===== src/rtl/scr1_dmem_port_arb.sv =====
// Port-B arbiter for the dual-port TCM: round-robin between the LSU (0) and DMA/debug loader (1),
// with byte-lane conversion on the way in and aligned, zero-extended read data on the way out.
module scr1_dmem_port_arb #(
   parameter int unsigned SCR1_WIDTH = 32,
   parameter int unsigned SCR1_SIZE  = 32'h00010000,
   localparam int unsigned AW        = $clog2(SCR1_SIZE)
) (
   input  logic                  clk,
   input  logic                  rst,
   input  logic                  req0,
   input  logic                  req1,
   output logic                  ack0,
   output logic                  ack1,
   input  logic                  cmd0,
   input  logic                  cmd1,
   input  logic [1:0]            width0,
   input  logic [1:0]            width1,
   input  logic [AW-1:0]         addr0,
   input  logic [AW-1:0]         addr1,
   input  logic [SCR1_WIDTH-1:0] wdata0,
   input  logic [SCR1_WIDTH-1:0] wdata1,
   output logic                  resp0_valid,
   output logic                  resp1_valid,
   output logic                  resp0_err,
   output logic                  resp1_err,
   output logic [SCR1_WIDTH-1:0] rdata0,
   output logic [SCR1_WIDTH-1:0] rdata1,
   output logic                  mem_ren,
   output logic                  mem_wen,
   output logic [3:0]            mem_web,
   output logic [AW-3:0]         mem_addr,
   output logic [SCR1_WIDTH-1:0] mem_wdata,
   input  logic [SCR1_WIDTH-1:0] mem_rdata
);

   localparam logic [1:0] WIDTH_BYTE = 2'd0;
   localparam logic [1:0] WIDTH_HALF = 2'd1;
   localparam logic [1:0] WIDTH_WORD = 2'd2;

   logic          last_grant;
   logic          gnt0, gnt1, accept, sel;
   logic          sel_cmd;
   logic [1:0]    sel_width;
   logic [AW-1:0] sel_addr;
   logic [31:0]   sel_wdata, wdata_rep;
   logic [3:0]    web_base;
   logic          req_err, mem_go;
   logic [AW-3:0] addr_q;
   logic [31:0]   wdata_q;
   logic          pend_q, owner_q, cmd_q, err_q;
   logic [1:0]    width_q, off_q;
   logic [31:0]   rdata0_q, rdata1_q, rdata_shift, rdata_fmt;

   // Priority goes to whichever requester was not granted last.
   assign gnt0   = req0 & (~req1 | last_grant);
   assign gnt1   = req1 & (~req0 | ~last_grant);
   assign ack0   = gnt0;
   assign ack1   = gnt1;
   assign accept = gnt0 | gnt1;
   assign sel    = gnt1;

   assign sel_cmd   = sel ? cmd1   : cmd0;
   assign sel_width = sel ? width1 : width0;
   assign sel_addr  = sel ? addr1  : addr0;
   assign sel_wdata = sel ? wdata1 : wdata0;

   always_comb begin
      req_err   = 1'b0;
      web_base  = 4'b0000;
      wdata_rep = sel_wdata;
      case (sel_width)
         WIDTH_BYTE: begin
            web_base  = 4'b0001;
            wdata_rep = {4{sel_wdata[7:0]}};
         end
         WIDTH_HALF: begin
            web_base  = 4'b0011;
            wdata_rep = {2{sel_wdata[15:0]}};
            req_err   = sel_addr[0];
         end
         WIDTH_WORD: begin
            web_base  = 4'b1111;
            req_err   = |sel_addr[1:0];
         end
         default: req_err = 1'b1;
      endcase
   end

   assign mem_go    = accept & ~req_err;
   assign mem_ren   = mem_go & ~sel_cmd;
   assign mem_wen   = mem_go & sel_cmd;
   assign mem_web   = mem_wen ? (web_base << sel_addr[1:0]) : 4'b0000;
   assign mem_addr  = mem_go ? sel_addr[AW-1:2] : addr_q;
   assign mem_wdata = mem_go ? wdata_rep : wdata_q;

   always_ff @(posedge clk or posedge rst) begin
      if (rst) begin
         last_grant <= 1'b1;
         addr_q     <= '0;
         wdata_q    <= '0;
         pend_q     <= 1'b0;
         owner_q    <= 1'b0;
         cmd_q      <= 1'b0;
         width_q    <= 2'b00;
         off_q      <= 2'b00;
         err_q      <= 1'b0;
         rdata0_q   <= '0;
         rdata1_q   <= '0;
      end else begin
         pend_q   <= accept;
         rdata0_q <= rdata0;
         rdata1_q <= rdata1;
         if (accept) begin
            last_grant <= sel;
            owner_q    <= sel;
            cmd_q      <= sel_cmd;
            width_q    <= sel_width;
            off_q      <= sel_addr[1:0];
            err_q      <= req_err;
         end
         if (mem_go) begin
            addr_q  <= sel_addr[AW-1:2];
            wdata_q <= wdata_rep;
         end
      end
   end

   assign rdata_shift = mem_rdata >> {off_q, 3'b000};

   always_comb begin
      rdata_fmt = '0;
      if (!cmd_q && !err_q) begin
         case (width_q)
            WIDTH_BYTE: rdata_fmt = {24'b0, rdata_shift[7:0]};
            WIDTH_HALF: rdata_fmt = {16'b0, rdata_shift[15:0]};
            default:    rdata_fmt = rdata_shift;
         endcase
      end
   end

   // Idle port keeps its previous read data.
   assign resp0_valid = pend_q & ~owner_q;
   assign resp1_valid = pend_q & owner_q;
   assign resp0_err   = resp0_valid & err_q;
   assign resp1_err   = resp1_valid & err_q;
   assign rdata0      = resp0_valid ? rdata_fmt : rdata0_q;
   assign rdata1      = resp1_valid ? rdata_fmt : rdata1_q;

endmodule

===== config.mk =====
export PLATFORM = sky130hd
export DESIGN_NAME = scr1_dmem_port_arb
export DESIGN_NICKNAME = d
export VERILOG_FILES = /design/src/rtl/scr1_dmem_port_arb.sv
export SDC_FILE = /design/constraint.sdc
export NUM_CORES = 1
export LEC_CHECK = 0
export CAP_MARGIN = 20
export CORE_AREA = 2 2 126 116
export DETAILED_ROUTE_END_ITERATION = 8
export DIE_AREA = 0 0 128 118
export GPL_TIMING_DRIVEN = 0
export MAX_ROUTING_LAYER = met4
export PLACE_DENSITY_LB_ADDON = 0.12
export SLEW_MARGIN = 20
export SYNTH_ARGS = -nofsm -noshare
export SYNTH_HDL_FRONTEND = slang
export SYNTH_SLANG_ARGS = --single-unit

===== constraint.sdc =====
create_clock -name clk -period 10.55 [get_ports clk]
set_input_delay 2.11 -clock clk [delete_from_list [all_inputs] [get_ports clk]]
set_output_delay 2.11 -clock clk [all_outputs]
set_load 0.02 [all_outputs]

### Word level (Yosys, flattened, before mapping)

Index checks and enable logic that the tools add are counted.

| word-level totals | value |
|---|---|
| bits in latches | 0 |
| bits in registers | 119 |
| output and inout bits | 122 |
| memories | 0 |
| memory bits (writable) | 0 |
| ROM bits | 0 |
| logic and storage cells | 54 |

| operators by class | value |
|---|---|
| eq/ne operators | 3 |
| reductions and logical operators | 6 |
| div/mod/pow operators | 0 |
| shift-type cells | 2 |
| bitwise operators | 18 |
| $add $sub $neg | 0 |
| $lt $le $gt $ge | 0 |
| $mul | 0 |
| mux-type cells | 14 |

Operators with widths:

| cell | number |
|---|---|
| $mux W32 | 5 |
| $pmux W32 S2 | 2 |
| $shr A32 B5 Y32 | 1 |
| $mux W16 | 1 |
| $mux W14 | 1 |
| $pmux W4 S3 | 1 |
| $and A1 B1 Y1 | 9 |
| $not A1 Y1 | 6 |
| $eq A2 B1 Y1 const B | 2 |
| $logic_not A2 Y1 | 2 |
| $mux W4 | 1 |
| $shl A4 B2 Y4 | 1 |
| $or A1 B1 Y1 | 3 |
| $pmux W1 S3 | 1 |
| $eq A2 B2 Y1 const B | 1 |
| $logic_not A1 Y1 | 2 |
| $mux W2 | 1 |
| $reduce_or A2 Y1 | 1 |
| $logic_and A1 B1 Y1 | 1 |
| $mux W1 | 1 |

### Depth between registers and ports, before layout

| depth | value |
|---|---|
| word-level depth | 10 |
| depth in mapped cells | 12 |
| depth with buffers taken out | 8 |

### Worst setup path after synthesis

OpenSTA, ideal clock, no wires.

| timing | value |
|---|---|
| path type | input -> output |
| start | in req1 |
| end | out mem_wdata[22] |
| data required time | 8.440 ns |
| cell stages on the path | 12 |
| path slack | 3.737 ns |
| data arrival time | 4.703 ns |
| path buffers | 4 |
| path through | a21boi_2 -> buf_4 -> clkbuf_1 -> mux2i_1 -> inv_1 -> ha_1 -> or2_2 -> clkbuf_1 -> clkbuf_1 -> a221oi_1 -> a31oi_1 -> mux2_2 |

| on the way | value |
|---|---|
| cells in the longest elaborated chain, start to end | 7 |
| elaborated cells between the ends (all ways) | 17 |

RTL lines:

| item | line | source |
|---|---|---|
| start: declaration | 11 | `input logic req1,` |
| $and A1 B1 Y1 (*) | 56 | `assign gnt1 = req1 & (~req0 \| ~last_grant);` |
| $mux W2 (*) | 63 | `assign sel_width = sel ? width1 : width0;` |
| net sel_width[0] | 43 | `logic [1:0] sel_width;` |
| $eq A2 B2 Y1, or another cell as far along | 71 | `case (sel_width)` |
| $pmux W1 S3 | 71 |  |
| $not A1 Y1 | 89 | `assign mem_go = accept & ~req_err;` |
| $and A1 B1 Y1 | 89 |  |
| $mux W32 (*) | n/a |  |
| end: declaration | 32 | `output logic [SCR1_WIDTH-1:0] mem_wdata,` |

The timed path passes the listed nets; every way through them passes the cells marked *.

### Final worst setup path

| timing | value |
|---|---|
| start | in req1 |
| end | out mem_wdata[22] |

| on the way | value |
|---|---|
| cells in the longest elaborated chain, start to end | 7 |
| elaborated cells between the ends (all ways) | 17 |

RTL lines:

| item | line |
|---|---|
| $and A1 B1 Y1 | 56 |
| $mux W2 or $mux W16 (tied branches) | 63, 64 |
| $eq A2 B2 Y1, or another cell as far along | 71 |
| $pmux W1 S3 | 71 |
| $not A1 Y1 | 89 |
| $and A1 B1 Y1 | 89 |
| $mux W32 (*) | n/a |

Every way passes the cells marked *; elsewhere a longest branch is shown, timed or not.

==> results.cfg <==
[outcome]
status = completed

[finish]
antennaDiodeCount = 0
mostFrequentLayoutCells = 259 x clkdlybuf4s50_1, 118 x dfrtp_1, 116 x nand2_1, 77 x o21ai_0, 59 x mux2_2
syn_to_final_growth_pct = 54.5
drive_above_1_share_pct = 12.7
fin_util_pct = 71.7
final_common_cell = clkdlybuf4s50_1
finalInstanceArea_um2 = 9850
fin_nets = 1074

[grt]
grt.overflow.total = 0
antenna_found_initial = 0
grt_max_degree = 65
grt_pass1_wl_mm = 36.2
first_global_vias = 6547
track_usage_pct = 32.1

[floorplan]
dieWidth_um = 128
initial_core_util_pct = 46.4
die_h_um = 118
dieArea_um2 = 15100
core_area_um2 = 13700
core.rowCount = 41
io-pin-count = 260

[placement]
portBuffers = 259
dpl.hpwl_mm = 17.7
globalplace.congestion = 1.00
placed_area_um2 = 9220

[cts]
ctsRootBufferMaster = clkbuf_16
cts_buffers = 17
cts.sinks = 119
cts_resized = 0
path_clk_slew_ns = 0.06
h-tree-depth = 4
clockBufferDepth = 2
holdBufCountCts = 0
cts_tree = done
clock_latency_ns = 0.42
cts_setup_buffers = 0

[timing]
hold_viol_final = 0
fin_crit_sh_pct = 84.1
max_slew_margin_pct = 49.4
tightest_slew_ns = 0.757
period_needed_ns = 8.88
slew_viol_final = 0
rsz0062_at_grt = false
hold_ws_ns = 0.494
fin_skew_ns = 0.00875
setup-violations-final = 0
fmax_mhz = 113
finalSetupTns_ns = 0

[synth]
ys_ff_latch = 119
synth_largest_area_cell = dfrtp_1
synth_ff_type = dfrtp_1
syn-cell-area_um2 = 6370
ys_top_cells_by_area = dfrtp_1 46%, mux2_2 10%, nand2_1 6.8%
synth_top_area_share_pct = 46.3
synth_edf_count = 0
syn-num-nets = 795
synth_cells = 652
yosysUniqueCellTypes = 36
syn_area_per_cell_um2 = 9.78
async_flop_share_pct = 100
synth_warnings = 0
synth-seq-area-share_pct = 46.7

[critical_path]
cp-startpoint = req1
cp_max_fo = 10
crit_type = in -> out
r2r_setup_slack_ns = 6.64
worstPathArrival_ns = 6.77
required_ns = 8.44
cp-start-kind = input pin
crit_path_end_kind = output port
worstReg2RegStart = last_grant$_DFFE_PP1N_

[power]
power.switching_uw = 579
clockPowerShare_pct = 34.6
p_total_mw = 1.81
leakage_nw = 4.05
combPwrFrac_pct = 34.5
irDropWorstVdd_uv = 147
pwr-share-seq_pct = 30.9
swShare_pct = 32.0
power.density_nw_per_um2 = 184
p_int_mw = 1.23

[drt]
drc = 0
drt_iter0_markers = 582
wire_per_inst_um = 20.8
firstDrtPassIters = 5
via_count = 6304
via_per_inst = 5.65
drtAntennaViolNets = 0
routed_wl_mm = 23.3

[worst_hold_path]
hold_path.class = reg -> reg
min_from = addr_q[9]$_DFF_PP0_

[flow_run]
cap_violations = 0
[power by group through the flow]
stage	clock, mW	combinational, mW	sequential [mW]
3_3_place_gp	0	0.611	0.562
3_5_place_dp	0	0.617	0.565
6_report	0.626	0.624	0.558
2_1_floorplan	0	0.333	0.557
4_1_cts	0.635	0.623	0.558
5_1_grt	0.657	0.661	0.565
[cell families after synthesis]
family          after synthesis  synth area share (%)
simple gates                187                  13.4
compound gates              174                  17.1
flops                       119                  46.7
mux                          98                  17.3
buf+inv                      69                  4.53
fa+ha+maj                     5                 0.981
[cell type report]
type	count	area (um2)
Timing Repair Buffer	260	2620
Buffer	52	225
Tap cell	172	215
Fill cell	999	3900
Clock buffer	18	439
Multi-Input combinational cell	464	3110
Sequential cell	119	2980
Inverter	17	68.8
Clock inverter	14	198
[worst paths after layout]
check | cells after the start | end
max | 14 | mem_wdata[22]
min | 1 | addr_q[9]$_DFF_PP0_
max reg2reg | 12 | wdata_q[22]$_DFF_PP0_
min reg2reg | 1 | addr_q[9]$_DFF_PP0_
max in group asynchronous | 3 | last_grant$_DFFE_PP1N_
min in group asynchronous | 2 | rdata1_q[19]$_DFF_PP0_
[cell usage after synthesis (all sizes together), types with 2 or more instances]
| master | number |
|---|---|
| a211oi | 2 |
| a21boi | 3 |
| a21oi | 24 |
| a221oi | 24 |
| a22oi | 16 |
| a31oi | 8 |
| and2 | 2 |
| buf | 14 |
| clkbuf | 38 |
| dfrtp | 118 |
| ha | 5 |
| inv | 17 |
| mux2 | 69 |
| mux2i | 29 |
| nand2 | 116 |
| nand2b | 9 |
| nand3b | 9 |
| nor2 | 14 |
| nor2b | 21 |
| nor3 | 10 |
| o211ai | 9 |
| o21ai | 77 |
| o2bb2ai | 7 |
| or2 | 4 |
[critical path, stage by stage]
cell             delay [ns]
clkdlybuf4s50_1        0.52
a21boi_2               0.21
buf_4                  0.21
clkbuf_1               0.52
mux2i_1                0.49
ha_1                   0.21
clkbuf_1               0.38
or2_2                  0.20
clkbuf_1               0.31
clkbuf_1               0.39
a221oi_1               0.16
a31oi_1                0.24
mux2_2                 0.21
clkdlybuf4s50_1        0.61
[through the flow]
step	cells	setup WS, ns
after floorplan	652	3.74
final	1116	1.67
after global placement	1083	1.87
after detailed placement	1084	1.80
after global routing	1116	1.49
after CTS	1116	1.78
[state kept, by name, summed over array words and instances (netlist names)]
name and cells:
addr_q 14, cmd_q 1, err_q 1, last_grant 1
off_q 2, owner_q 1, pend_q 1, rdata0_q 32
rdata1_q 32, wdata_q 32, width_q 2
[per-layer routing]
| metal | routed length [um] | track usage, % | up-vias | share of wire, % |
|---|---|---|---|---|
| met2 | 11100 | 50.8 | 340 | 48 |
| met3 | 2010 | 9.23 | 35 | 8.6 |
| li1 | - | - | 2881 | - |
| met5 | 0 | - | - | 0 |
| met1 | 9560 | 39.4 | 3048 | 41 |
| met4 | 608 | 11.0 | 0 | 2.6 |
Note: power is estimated with default switching activity, not from simulation.
